==> config.mk <==
export PLATFORM = sky130hd
export DESIGN_NAME = alu_mc
export DESIGN_NICKNAME = d
export VERILOG_FILES = /design/src/rtl/alu_mc.sv
export SDC_FILE = /design/constraint.sdc
export NUM_CORES = 1
export LEC_CHECK = 0
export CELL_PAD_IN_SITES_DETAIL_PLACEMENT = 1
export CELL_PAD_IN_SITES_GLOBAL_PLACEMENT = 1
export CORE_ASPECT_RATIO = 0.9
export CORE_MARGIN = 2
export CORE_UTILIZATION = 35
export DETAILED_ROUTE_END_ITERATION = 6
export PLACE_DENSITY_LB_ADDON = 0.1
export SLEW_MARGIN = 20
export SYNTH_ARGS = -nofsm -noshare
export SYNTH_HDL_FRONTEND = slang
export SYNTH_SLANG_ARGS = --single-unit
==> constraint.sdc <==
create_clock -name clk -period 5.4 [get_ports clk]
set_clock_uncertainty 0.2 [all_clocks]
set_input_delay 0.81 -clock clk [delete_from_list [all_inputs] [get_ports clk]]
set_output_delay 0.81 -clock clk [all_outputs]
set_load 0.02 [all_outputs]
==> src/rtl/alu_mc.sv <==
// Multicycle ALU: single-cycle add/sub/logic/shift plus iterative unsigned
// multiply (shift-add) and restoring divide behind a start/busy/done handshake.
module alu_mc #(
    parameter int DATA_BUS_WIDTH  = 16,
    parameter int ALU_OP_NUM_BITS = 4
) (
    input  logic                       clk,
    input  logic                       reset,
    input  logic                       start,
    input  logic [ALU_OP_NUM_BITS-1:0] Alu_Op,
    input  logic [DATA_BUS_WIDTH-1:0]  A,
    input  logic [DATA_BUS_WIDTH-1:0]  B,
    output logic [DATA_BUS_WIDTH-1:0]  result,
    output logic [DATA_BUS_WIDTH-1:0]  result_hi,
    output logic                       Z,
    output logic                       C,
    output logic                       N,
    output logic                       V,
    output logic                       busy,
    output logic                       done
);
    localparam int W  = DATA_BUS_WIDTH;
    localparam int SW = $clog2(W);
    localparam int CW = $clog2(W);

    typedef logic [ALU_OP_NUM_BITS-1:0] op_t;
    localparam op_t OP_ADD = op_t'(0);
    localparam op_t OP_SUB = op_t'(1);
    localparam op_t OP_AND = op_t'(2);
    localparam op_t OP_OR  = op_t'(3);
    localparam op_t OP_XOR = op_t'(4);
    localparam op_t OP_SHL = op_t'(5);
    localparam op_t OP_SHR = op_t'(6);
    localparam op_t OP_MUL = op_t'(7);
    localparam op_t OP_DIV = op_t'(8);

    typedef enum logic {IDLE = 1'b0, ITER = 1'b1} state_t;

    state_t          state_r, state_s;
    logic            mul_r, mul_s;
    logic [W-1:0]    opd_r, opd_s;
    logic [W-1:0]    hi_r, hi_s;
    logic [W-1:0]    lo_r, lo_s;
    logic [CW-1:0]   cnt_r, cnt_s;
    logic [W-1:0]    result_s, result_hi_s;
    logic            z_s, c_s, n_s, v_s, busy_s, done_s;

    logic [SW-1:0]   sh_s;
    logic [W:0]      add_s, sub_s, shl_s, shr_s;
    logic [W-1:0]    sc_res_s;
    logic            sc_c_s, sc_v_s;
    logic [W:0]      mul_sum_s, div_sh_s;
    logic [W-1:0]    div_diff_s, it_hi_s, it_lo_s;
    logic            div_ge_s;

    // Single-cycle datapath evaluated straight from the inputs at the start edge.
    always_comb begin
        sh_s     = B[SW-1:0];
        add_s    = {1'b0, A} + {1'b0, B};
        sub_s    = {1'b0, A} + {1'b0, ~B} + {{W{1'b0}}, 1'b1};
        shl_s    = {1'b0, A} << sh_s;
        shr_s    = {A, 1'b0} >> sh_s;
        sc_res_s = {W{1'b0}};
        sc_c_s   = 1'b0;
        sc_v_s   = 1'b0;
        case (Alu_Op)
            OP_ADD: begin
                sc_res_s = add_s[W-1:0];
                sc_c_s   = add_s[W];
                sc_v_s   = (A[W-1] == B[W-1]) && (add_s[W-1] != A[W-1]);
            end
            OP_SUB: begin
                sc_res_s = sub_s[W-1:0];
                sc_c_s   = sub_s[W];
                sc_v_s   = (A[W-1] != B[W-1]) && (sub_s[W-1] != A[W-1]);
            end
            OP_AND: sc_res_s = A & B;
            OP_OR:  sc_res_s = A | B;
            OP_XOR: sc_res_s = A ^ B;
            OP_SHL: begin
                sc_res_s = shl_s[W-1:0];
                sc_c_s   = shl_s[W];
            end
            OP_SHR: begin
                sc_res_s = shr_s[W:1];
                sc_c_s   = shr_s[0];
            end
            default: sc_res_s = {W{1'b0}};
        endcase
    end

    // One multiply or divide iteration on the shared hi/lo working registers.
    always_comb begin
        mul_sum_s  = {1'b0, hi_r} + (lo_r[0] ? {1'b0, opd_r} : {(W+1){1'b0}});
        div_sh_s   = {hi_r, lo_r[W-1]};
        div_ge_s   = (div_sh_s >= {1'b0, opd_r});
        div_diff_s = div_sh_s[W-1:0] - opd_r;
        if (mul_r) begin
            it_hi_s = mul_sum_s[W:1];
            it_lo_s = {mul_sum_s[0], lo_r[W-1:1]};
        end else if (div_ge_s) begin
            it_hi_s = div_diff_s;
            it_lo_s = {lo_r[W-2:0], 1'b1};
        end else begin
            it_hi_s = div_sh_s[W-1:0];
            it_lo_s = {lo_r[W-2:0], 1'b0};
        end
    end

    // Next-state and next-output logic; outputs hold unless an op completes.
    always_comb begin
        state_s     = state_r;
        mul_s       = mul_r;
        opd_s       = opd_r;
        hi_s        = hi_r;
        lo_s        = lo_r;
        cnt_s       = cnt_r;
        result_s    = result;
        result_hi_s = result_hi;
        z_s         = Z;
        c_s         = C;
        n_s         = N;
        v_s         = V;
        busy_s      = busy;
        done_s      = 1'b0;
        case (state_r)
            IDLE: begin
                busy_s = 1'b0;
                if (start) begin
                    case (Alu_Op)
                        OP_MUL, OP_DIV: begin
                            if (B != {W{1'b0}}) begin
                                state_s = ITER;
                                busy_s  = 1'b1;
                                mul_s   = (Alu_Op == OP_MUL);
                                opd_s   = (Alu_Op == OP_MUL) ? A : B;
                                hi_s    = {W{1'b0}};
                                lo_s    = (Alu_Op == OP_MUL) ? B : A;
                                cnt_s   = {CW{1'b0}};
                            end else if (Alu_Op == OP_DIV) begin
                                result_s    = {W{1'b1}};
                                result_hi_s = A;
                                z_s         = 1'b0;
                                c_s         = 1'b0;
                                n_s         = 1'b1;
                                v_s         = 1'b1;
                                done_s      = 1'b1;
                            end else begin
                                result_s    = {W{1'b0}};
                                result_hi_s = {W{1'b0}};
                                z_s         = 1'b1;
                                c_s         = 1'b0;
                                n_s         = 1'b0;
                                v_s         = 1'b0;
                                done_s      = 1'b1;
                            end
                        end
                        default: begin
                            result_s    = sc_res_s;
                            result_hi_s = {W{1'b0}};
                            z_s         = (sc_res_s == {W{1'b0}});
                            c_s         = sc_c_s;
                            n_s         = sc_res_s[W-1];
                            v_s         = sc_v_s;
                            done_s      = 1'b1;
                        end
                    endcase
                end else begin
                    state_s = IDLE;
                end
            end
            ITER: begin
                hi_s = it_hi_s;
                lo_s = it_lo_s;
                if (cnt_r == CW'(W - 1)) begin
                    state_s     = IDLE;
                    busy_s      = 1'b0;
                    done_s      = 1'b1;
                    result_s    = it_lo_s;
                    result_hi_s = it_hi_s;
                    z_s         = mul_r ? ({it_hi_s, it_lo_s} == {(2*W){1'b0}})
                                        : (it_lo_s == {W{1'b0}});
                    c_s         = 1'b0;
                    n_s         = it_lo_s[W-1];
                    v_s         = mul_r ? (it_hi_s != {W{1'b0}}) : 1'b0;
                end else begin
                    cnt_s = cnt_r + {{(CW-1){1'b0}}, 1'b1};
                end
            end
            default: begin
                state_s = IDLE;
                busy_s  = 1'b0;
            end
        endcase
    end

    // State, working registers and registered outputs.
    always_ff @(posedge clk or posedge reset) begin
        if (reset) begin
            state_r   <= IDLE;
            mul_r     <= 1'b0;
            opd_r     <= {W{1'b0}};
            hi_r      <= {W{1'b0}};
            lo_r      <= {W{1'b0}};
            cnt_r     <= {CW{1'b0}};
            result    <= {W{1'b0}};
            result_hi <= {W{1'b0}};
            Z         <= 1'b0;
            C         <= 1'b0;
            N         <= 1'b0;
            V         <= 1'b0;
            busy      <= 1'b0;
            done      <= 1'b0;
        end else begin
            state_r   <= state_s;
            mul_r     <= mul_s;
            opd_r     <= opd_s;
            hi_r      <= hi_s;
            lo_r      <= lo_s;
            cnt_r     <= cnt_s;
            result    <= result_s;
            result_hi <= result_hi_s;
            Z         <= z_s;
            C         <= c_s;
            N         <= n_s;
            V         <= v_s;
            busy      <= busy_s;
            done      <= done_s;
        end
    end
endmodule

==> flow_summary.toml, run 1 <==
[status]
outcome = "completed"

[logic_synthesis]
synth.area.top_cells = "dfrtp_1 (22%), ha_1 (10%), nand2_1 (6.3%)"
synth_edf_count = 0
ys_seq_area_share_pct = 22.4
synth_common_cells = "nand2_1 (170), nor2_1 (122), a21oi_1 (117)"
synth.distinct_cells = 73
synthCells = 1335
syn_area_per_cell_um2 = 7.60
ys.flop_type = "dfrtp_1"
synth_seq_cells = 91
synth.most_common_cell = "nand2_1"
synth_top_area_share_pct = 22.4
async_flop_share_pct = 100
synth_largest_area_cell = "dfrtp_1"
synth_area_um2 = 10100
syn_nets = 1463
yosys_warnings = 0

[cts]
post_cts_buffers = 0
cts_tree = "yes"
htree_levels = 3
clkTransAtPathRegs_ps = 80
clkLatencyLatePin_ps = 360
cts_resized = 0
cts_num_sinks = 91
cts_hold_buf = 0
cts_root_buf = "clkbuf_16"
cts_buffers = 9
clk_path_buf_depth = 2

[detailed_routing]
postRouteWirelength_um = 47000
drc = 0
wire_per_inst_um = 26.6
dr_total_vias = 10876
drt-vias-per-instance = 6.16
first_pass_iters = 5
drt-initial-drc-count = 901
ant_nets = 0

[setup_path]
crit_fanout = 14
rrSetupSlack_ps = 830
reg2reg_depth = 12
worst_r2r_startpoint = "hi_r[1]$_DFFE_PP0P_"
critPathCapture = "result[15]$_DFFE_PP0P_"
crit_required_ps = 5460
crit_path_start_kind = "input pin"
crit_start = "B[1]"
worstPathArrival_ps = 4900
end_kind = "register"
worst-setup-path-type = "input pin to register"
rr_endpoint = "V$_DFFE_PP0P_"

[power_and_ir_drop]
switchingPower_uw = 3030
p_leak_uw = 0.00521
clockPowerShare_pct = 11.1
combPwrFrac_pct = 67.4
peakVddDrop_mv = 0.349
p_int_uw = 2890
p_seq_share_pct = 21.5
switching_share_pct = 51.2
p_per_area_nw_per_um2 = 501

[layout]
final_nets = 1522
fillCellCount = 3508
final_cells = 1765
layout-drive-gt1-share_pct = 8.72
diodes = 0
areaGrowthSynthToFinish_pct = 16.6

[global_route]
grt_pass1_vias = 10756
grt_max_degree = 65
antenna_found_initial = 0
grt_overflow = 0
grtUsageTotal_pct = 31.3
grt_pass1_wl_um = 70400

[placed_design]
port-buffer-count = 76
hpwl_um = 36600
dp.cells = 1749
place.gp.congestion = 0.990

[timing]
tightestPinTransition_ps = 904
tns_ps = 0
rsz0062_at_grt = "false"
finalSetupViolCount = 0
max_freq_mhz = 207
period_needed_ps = 4840
relSlewSlack_pct = 39.8
slew_violations = 0
finalHoldViolCount = 0
fin_crit_sh_pct = 89.6

[floorplan]
core_um2 = 28700
io_pins = 77
rows = 59
die_w_um = 183
initial_core_util_pct = 35.3
die_area_um2 = 30400
dieHeight_um = 166

[flow_run]
max_cap_viol_count = 0

[min_path]
hp-start = "result_hi[6]$_DFFE_PP0P_"
hold_path_class = "register to register"
## metal layers
metal	track usage (%)	part of all wire (%)	up-vias
li1	-	-	5001
met1	46.1	49	5483
met2	46.6	42	351
met3	7.17	7.1	41
met4	6.11	1.9	0
met5	0	0	-
## worst min path at each step
stage                     slack, ps                        to  cells past startpoint
final                           280  result_hi[6]$_DFFE_PP0P_                      2
after global routing            310  result_hi[6]$_DFFE_PP0P_                      2
after CTS                       280  result_hi[5]$_DFFE_PP0P_                      2
after detailed placement        270  result_hi[5]$_DFFE_PP0P_                      2
after global placement          260  result_hi[1]$_DFFE_PP0P_                      2
after floorplan                 250     opd_r[10]$_DFFE_PP0P_                      2
## worst max-delay path, stage by stage
cell             delay, ps
clkdlybuf4s50_1        580
inv_1                  150
buf_4                  260
ha_1                   180
o21bai_1               110
a21oi_1                140
or3_1                  480
and2_1                 200
o31a_1                 330
o311ai_1               530
o41ai_1                170
or3_1                  360
a21boi_0               270
a221oi_1               130
a21o_1                 190
## state kept, by name, summed over array words and instances, names as in the netlist
signal / flops
V: 1
C: 1
mul_r: 1
lo_r: 16
result: 16
result_hi: 16
done: 1
busy: 1
opd_r: 16
Z: 1
hi_r: 16
state_r: 1
cnt_r: 4
## power groups by stage
stage          clock network [uW]  registers (uW)  logic (uW)
6_report                      656            1280        4000
5_1_grt                       692            1320        4370
4_1_cts                       669            1270        3960
3_5_place_dp                    0            1280        3930
3_3_place_gp                    0            1270        3870
2_1_floorplan                   0            1320        2540
## logic make-up after synthesis
logic type               count (synthesis)  synth area share, %
AO/OA/AOI/OAI                          443                 28.9
AND/OR/NAND/NOR                        438                 19.7
buffers and inverters                  178                 6.72
flip-flops                              91                 22.4
adder cells (fa/ha/maj)                 89                 11.3
multiplexers                            69                 8.67
XOR/XNOR                                27                 2.33
## stage by stage
step           area, um^2  total power [uW]  setup WS (ps)  util [%]  hold WS, ps
3_3_place_gp        11500              5140            484      40.2          261
5_1_grt             11800              6380            360      41.2          308
3_5_place_dp        11500              5210            268      40.2          269
2_1_floorplan       10100              3860            846         -          250
6_report            11800              5930            559      41.2          276
4_1_cts             11800              5900            633      41.2          284
## layout by cell type, fill, tap and decap left out, drive strengths merged, types with 15 or more instances in the layout
cell           netlist  routed
a31oi               30      30
a21oi              117     117
nor2               122     122
buf                 14      70
a211oi              27      27
o21ai               77      77
a21o                32      32
nand3               23      23
inv                 80      83
mux2i               44      44
a221oi              20      20
nor3                30      30
o211ai              20      20
clkdlybuf4s50        0      75
dfrtp               91      91
xnor2               19      19
nor4                15      15
ha                  85      85
nand2              170     170
## cell type report
class	instances	area [um^2]	share of cell area, %
multi-input combinational	1066	7220	61.0
tap	366	458	3.87
timing repair buffer	145	1270	10.8
clock inverter	7	72.6	0.613
clock buffer	9	225	1.90
inverter	81	307	2.59
sequential	91	2280	19.3
Power figures use the tool's default switching activity.
==> inputs of run 2 (changes only) <==
CORE_UTILIZATION = 41   (was 35)
clock period = 4.29 ns   (was 5.4 ns; I/O delays follow)
==> flow_summary.toml, run 2 (synthesis gave the netlist of run 1 again) <==
[layout]
layout_common_cells = "nand2_1 (170), buf_4 (162), nor2_1 (121)"
fin_util_pct = 51.8
areaGrowthSynthToFinish_pct = 23.9
fillCellCount = 3046
final_cells = 1804
final_common_cell = "nand2_1"
layout-drive-gt1-share_pct = 15.5
final_nets = 1617

[cts]
htree_levels = 3
clk_path_buf_depth = 2
clkTransAtPathRegs_ps = 80
cts_num_sinks = 91
clkLatencyLatePin_ps = 350
cts_root_buf = "clkbuf_16"
post_cts_buffers = 0
cts_buffers = 9
cts_tree = "yes"

[setup_path]
crit_slowest_cell = "or4_4"
cpLargestDelayFamily = "compound AO/OA/AOI/OAI gates"
cp.buffers_inverters = 2
crit_start = "lo_r[15]$_DFFE_PP0P_"
crit_path_start_kind = "register"
worst-setup-path-type = "register to register"
crit_required_ps = 4370
max_stage_delay_ps = 540
worst_r2r_startpoint = "lo_r[15]$_DFFE_PP0P_"
end_kind = "register"
worstPathArrival_ps = 4340
crit_chain = "inv_1 -> ha_1 -> inv_1 -> fa_1 -> a211oi_2 -> o21bai_1 -> a21oi_1 -> xnor2_1 -> a22oi_1 -> o211ai_1 -> or4_4 -> or4_4 -> o31a_1 -> o21ai_1"
crit_fanout = 3

[placed_design]
pre_cts_slack_ps = -244
place.gp.congestion = 0.987
port-buffer-count = 76
dp.cells = 1786
hpwl_um = 35800

[floorplan]
rows = 54
initial_core_util_pct = 41.8
dieHeight_um = 153
core_um2 = 24300
die_w_um = 170
die_area_um2 = 26000
io_pins = 77

[timing]
relSlewSlack_pct = 49.3
slew_violations = 0
tightestPinTransition_ps = 761
tns_ps = 0
rsz0062_at_grt = "true"
finalSetupViolCount = 0
max_freq_mhz = 235
fin_crit_sh_pct = 99.2
setup_ws_ps = 34.8
finalHoldViolCount = 0
period_needed_ps = 4260

[global_route]
grt_pass1_wl_um = 69700
grt_overflow = 0
grt_max_degree = 54
grtUsageTotal_pct = 35.0
grt_pass1_vias = 11404
antenna_found_initial = 2

[detailed_routing]
wire_per_inst_um = 25.1
ant_nets = 0
first_pass_iters = 5
dr_total_vias = 11478
postRouteWirelength_um = 45200
drc = 0
drt-vias-per-instance = 6.36
drt-initial-drc-count = 891

[power_and_ir_drop]
total_power_uw = 7830
p_per_area_nw_per_um2 = 623
p_leak_uw = 0.00568
peakVddDrop_mv = 0.487

[min_path]
hold_path_class = "register to register"
hp-start = "result[1]$_DFFE_PP0P_"

[status]
outcome = "completed"

[flow_run]
max_cap_viol_count = 0
[run 2: cell type report]
type | instances | area [um^2] | share of cell area (%)
tap | 308 | 385 | 3.06
clock buffer | 9 | 225 | 1.79
inverter | 81 | 307 | 2.44
sequential | 91 | 2280 | 18.1
multi-input combinational | 1066 | 7270 | 57.8
clock inverter | 7 | 93.8 | 0.746
timing repair buffer | 240 | 2010 | 16.0
antenna | 2 | 5.00 | 0.0398
[run 2: final timing paths]
path	to	slack (ps)	cells after the start
worst max-delay path	Z$_DFFE_PP0P_	30	14
worst min-delay path	result[1]$_DFFE_PP0P_	280	2
worst max register to register	Z$_DFFE_PP0P_	30	14
worst min register to register	result[1]$_DFFE_PP0P_	280	2
max in group asynchronous	result[14]$_DFFE_PP0P_	2630	3
min in group asynchronous	result_hi[6]$_DFFE_PP0P_	560	2
[run 2: repair_timing]
item | in CTS | in global routing
hold buffers | 0 | 0
pin swaps | 0 | 4
gates resized for setup | 2 | 15
endpoints found under the setup margin | 2 | 3
endpoints found under the hold margin | 0 | 0
[run 2: worst min-delay path, stage by stage, from the launching register on]
cell and delay, ps:
dfrtp_1 350, nand2_1 50, nand2_1 50
[run 2: metal layers]
layer | global-route usage (%) | vias to the layer above | wire length, um
li1 | - | 5194 | -
met1 | 53.0 | 5717 | 21400
met2 | 50.0 | 493 | 18500
met3 | 7.09 | 74 | 4060
met4 | 9.73 | 0 | 1210
met5 | 0 | - | 0
[run 2: per-stage QoR]
| step | hold slack (ps) | instance area [um^2] |
|---|---|---|
| detailed placement | 265 | 12200 |
| floorplan | 250 | 10100 |
| finish | 281 | 12600 |
| global placement | 261 | 12200 |
| global route | 321 | 12600 |
| CTS | 287 | 12500 |
[run 2: where the power goes]
part | total [uW] | internal [uW] | switching (uW) | leakage, uW
Combinational | 5310 | 2210 | 3110 | 0.00441
Sequential | 1640 | 1260 | 378 | 0.00112
Clock | 884 | 470 | 414 | 0.000153
Total | 7830 | 3940 | 3900 | 0.00568
==> inputs of run 3 (changes only) <==
CORE_MARGIN = not set   (was 2)
CORE_UTILIZATION = 45   (was 41)
clock period = 4.54 ns   (was 4.29 ns; I/O delays follow)
==> flow_summary.toml, run 3 (synthesis gave the netlist of run 1 again) <==
[status]
outcome = "completed"

[timing]
finalHoldViolCount = 0
relSlewSlack_pct = 43.2
whs_ps = 279
setup_ws_ps = 174
rsz0062_at_grt = "false"
tightestPinTransition_ps = 852
max_freq_mhz = 229
finalSetupViolCount = 0
period_needed_ps = 4370
slew_violations = 0
tns_ps = 0
fin_crit_sh_pct = 96.2

[placed_design]
port-buffer-count = 76
place.gp.congestion = 0.976
pre_cts_slack_ps = -180
hpwl_um = 34000

[global_route]
grt_pass1_wl_um = 66000
use_met3_pct = 7.51
grt_use_met2_pct = 56.8
antenna_found_initial = 0
grt_pass1_vias = 10787
grt_max_degree = 66
grtUsageTotal_pct = 37.6
busiest_layer = "met2"
grt_overflow = 0
met1_usage_pct = 54.4

[detailed_routing]
dr_total_vias = 11164
wire_per_inst_um = 25.2
drc = 0
drt-initial-drc-count = 1068
ant_nets = 0
drt-vias-per-instance = 6.45
postRouteWirelength_um = 43600
first_pass_iters = 5

[floorplan]
core_um2 = 21900
io_pins = 77
rows = 51
initial_core_util_pct = 46.4
die_w_um = 160
die_area_um2 = 23200
dieHeight_um = 144

[cts]
clkTransAtPathRegs_ps = 80
htree_levels = 3
cts_root_buf = "clkbuf_16"
clk_path_buf_depth = 2
cts_tree = "yes"
cts_num_sinks = 91
cts_buffers = 9
clkLatencyLatePin_ps = 350
cts_hold_buf = 0

[layout]
fin_util_pct = 55.1
areaGrowthSynthToFinish_pct = 18.8
layout_common_cells = "nand2_1 (170), nor2_1 (121), a21oi_1 (117)"
final_common_cell = "nand2_1"
layout-drive-gt1-share_pct = 11.4
fillCellCount = 2748
diodes = 0
final_nets = 1563

[power_and_ir_drop]
total_power_uw = 7100
p_int_uw = 3500
switching_share_pct = 50.8
combPwrFrac_pct = 67.3
peakVddDrop_mv = 0.407
p_leak_uw = 0.00542
p_per_area_nw_per_um2 = 589
switchingPower_uw = 3610
clockPowerShare_pct = 10.7
p_seq_share_pct = 22.0

[setup_path]
max_stage_delay_ps = 570
end_kind = "register"
rrSetupSlack_ps = 170
worst-setup-path-type = "register to register"
crit_path_start_kind = "register"
worstPathArrival_ps = 4450
crit_required_ps = 4630
crit_fanout = 3
worst_r2r_startpoint = "lo_r[15]$_DFFE_PP0P_"
crit_slowest_cell = "or4_1"
rr_endpoint = "Z$_DFFE_PP0P_"
crit_chain = "inv_1 -> ha_1 -> inv_1 -> fa_1 -> a211oi_1 -> o21ai_0 -> o21a_1 -> a221o_1 -> a21oi_1 -> xnor2_1 -> o21ai_0 -> a2bb2oi_1 -> or4_1 -> o31a_1 -> o21ai_1"
reg2reg_depth = 15

[min_path]
hold_path_class = "register to register"
holdPathEnd = "result_hi[5]$_DFFE_PP0P_"
hp-start = "result_hi[5]$_DFFE_PP0P_"
min_path_cells = 2

[flow_run]
max_cap_viol_count = 0
run 3: how the worst max path moves through the flow:
stage                                     from                      to  slack, ps
after floorplan                           B[1]  result[15]$_DFFE_PP0P_        110
after global placement                    A[1]  result[15]$_DFFE_PP0P_        -20
after detailed placement                  A[1]  result[15]$_DFFE_PP0P_       -180
after CTS                                 A[1]  result[15]$_DFFE_PP0P_        140
after global routing                      B[4]           Z$_DFFE_PP0P_         10
final                     lo_r[15]$_DFFE_PP0P_           Z$_DFFE_PP0P_        170
run 3: cell type report:
class / count / area [um^2] / share of cell area (%)
clock buffer: 9 / 225 / 1.87
clock inverter: 7 / 62.6 / 0.519
inverter: 81 / 307 / 2.54
multi-input combinational: 1066 / 7220 / 59.9
sequential: 91 / 2280 / 18.9
tap: 291 / 364 / 3.02
timing repair buffer: 186 / 1590 / 13.2
run 3: power by group through the flow:
| stage | Combinational [uW] | Sequential (uW) | Clock (uW) |
|---|---|---|---|
| 4_1_cts | 4690 | 1550 | 770 |
| 5_1_grt | 5170 | 1590 | 795 |
| 3_5_place_dp | 4640 | 1550 | 0 |
| 6_report | 4780 | 1560 | 761 |
| 3_3_place_gp | 4500 | 1540 | 0 |
| 2_1_floorplan | 3020 | 1570 | 0 |
run 3: stage by stage:
stage	area, um^2	std cells
floorplan	10100	1335
global placement	11800	1715
detailed placement	11800	1715
CTS	12000	1731
global route	12100	1731
finish	12100	1731
run 3: what timing repair did:
item                       CTS  global route
gates resized for setup      0             1
hold endpoints to repair     0             0
setup endpoints to repair    0             2
buffers inserted             0             0
run 3: metal layers:
metal,vias up,share of wire (%)
met2,510,43
met3,62,9.7
li1,5071,-
met1,5521,45
met5,-,0
met4,0,2.2
run 3: critical path, delay by kind of cell (launching register included):
kind,cells,cell delay [ps]
AOI/OAI and AO/OA,9,2110
DFF,1,420
adders and majority gates,2,610
and+or+nand+nor,1,570
xor gates and xnor gates,1,160
buffers and inverters,2,210
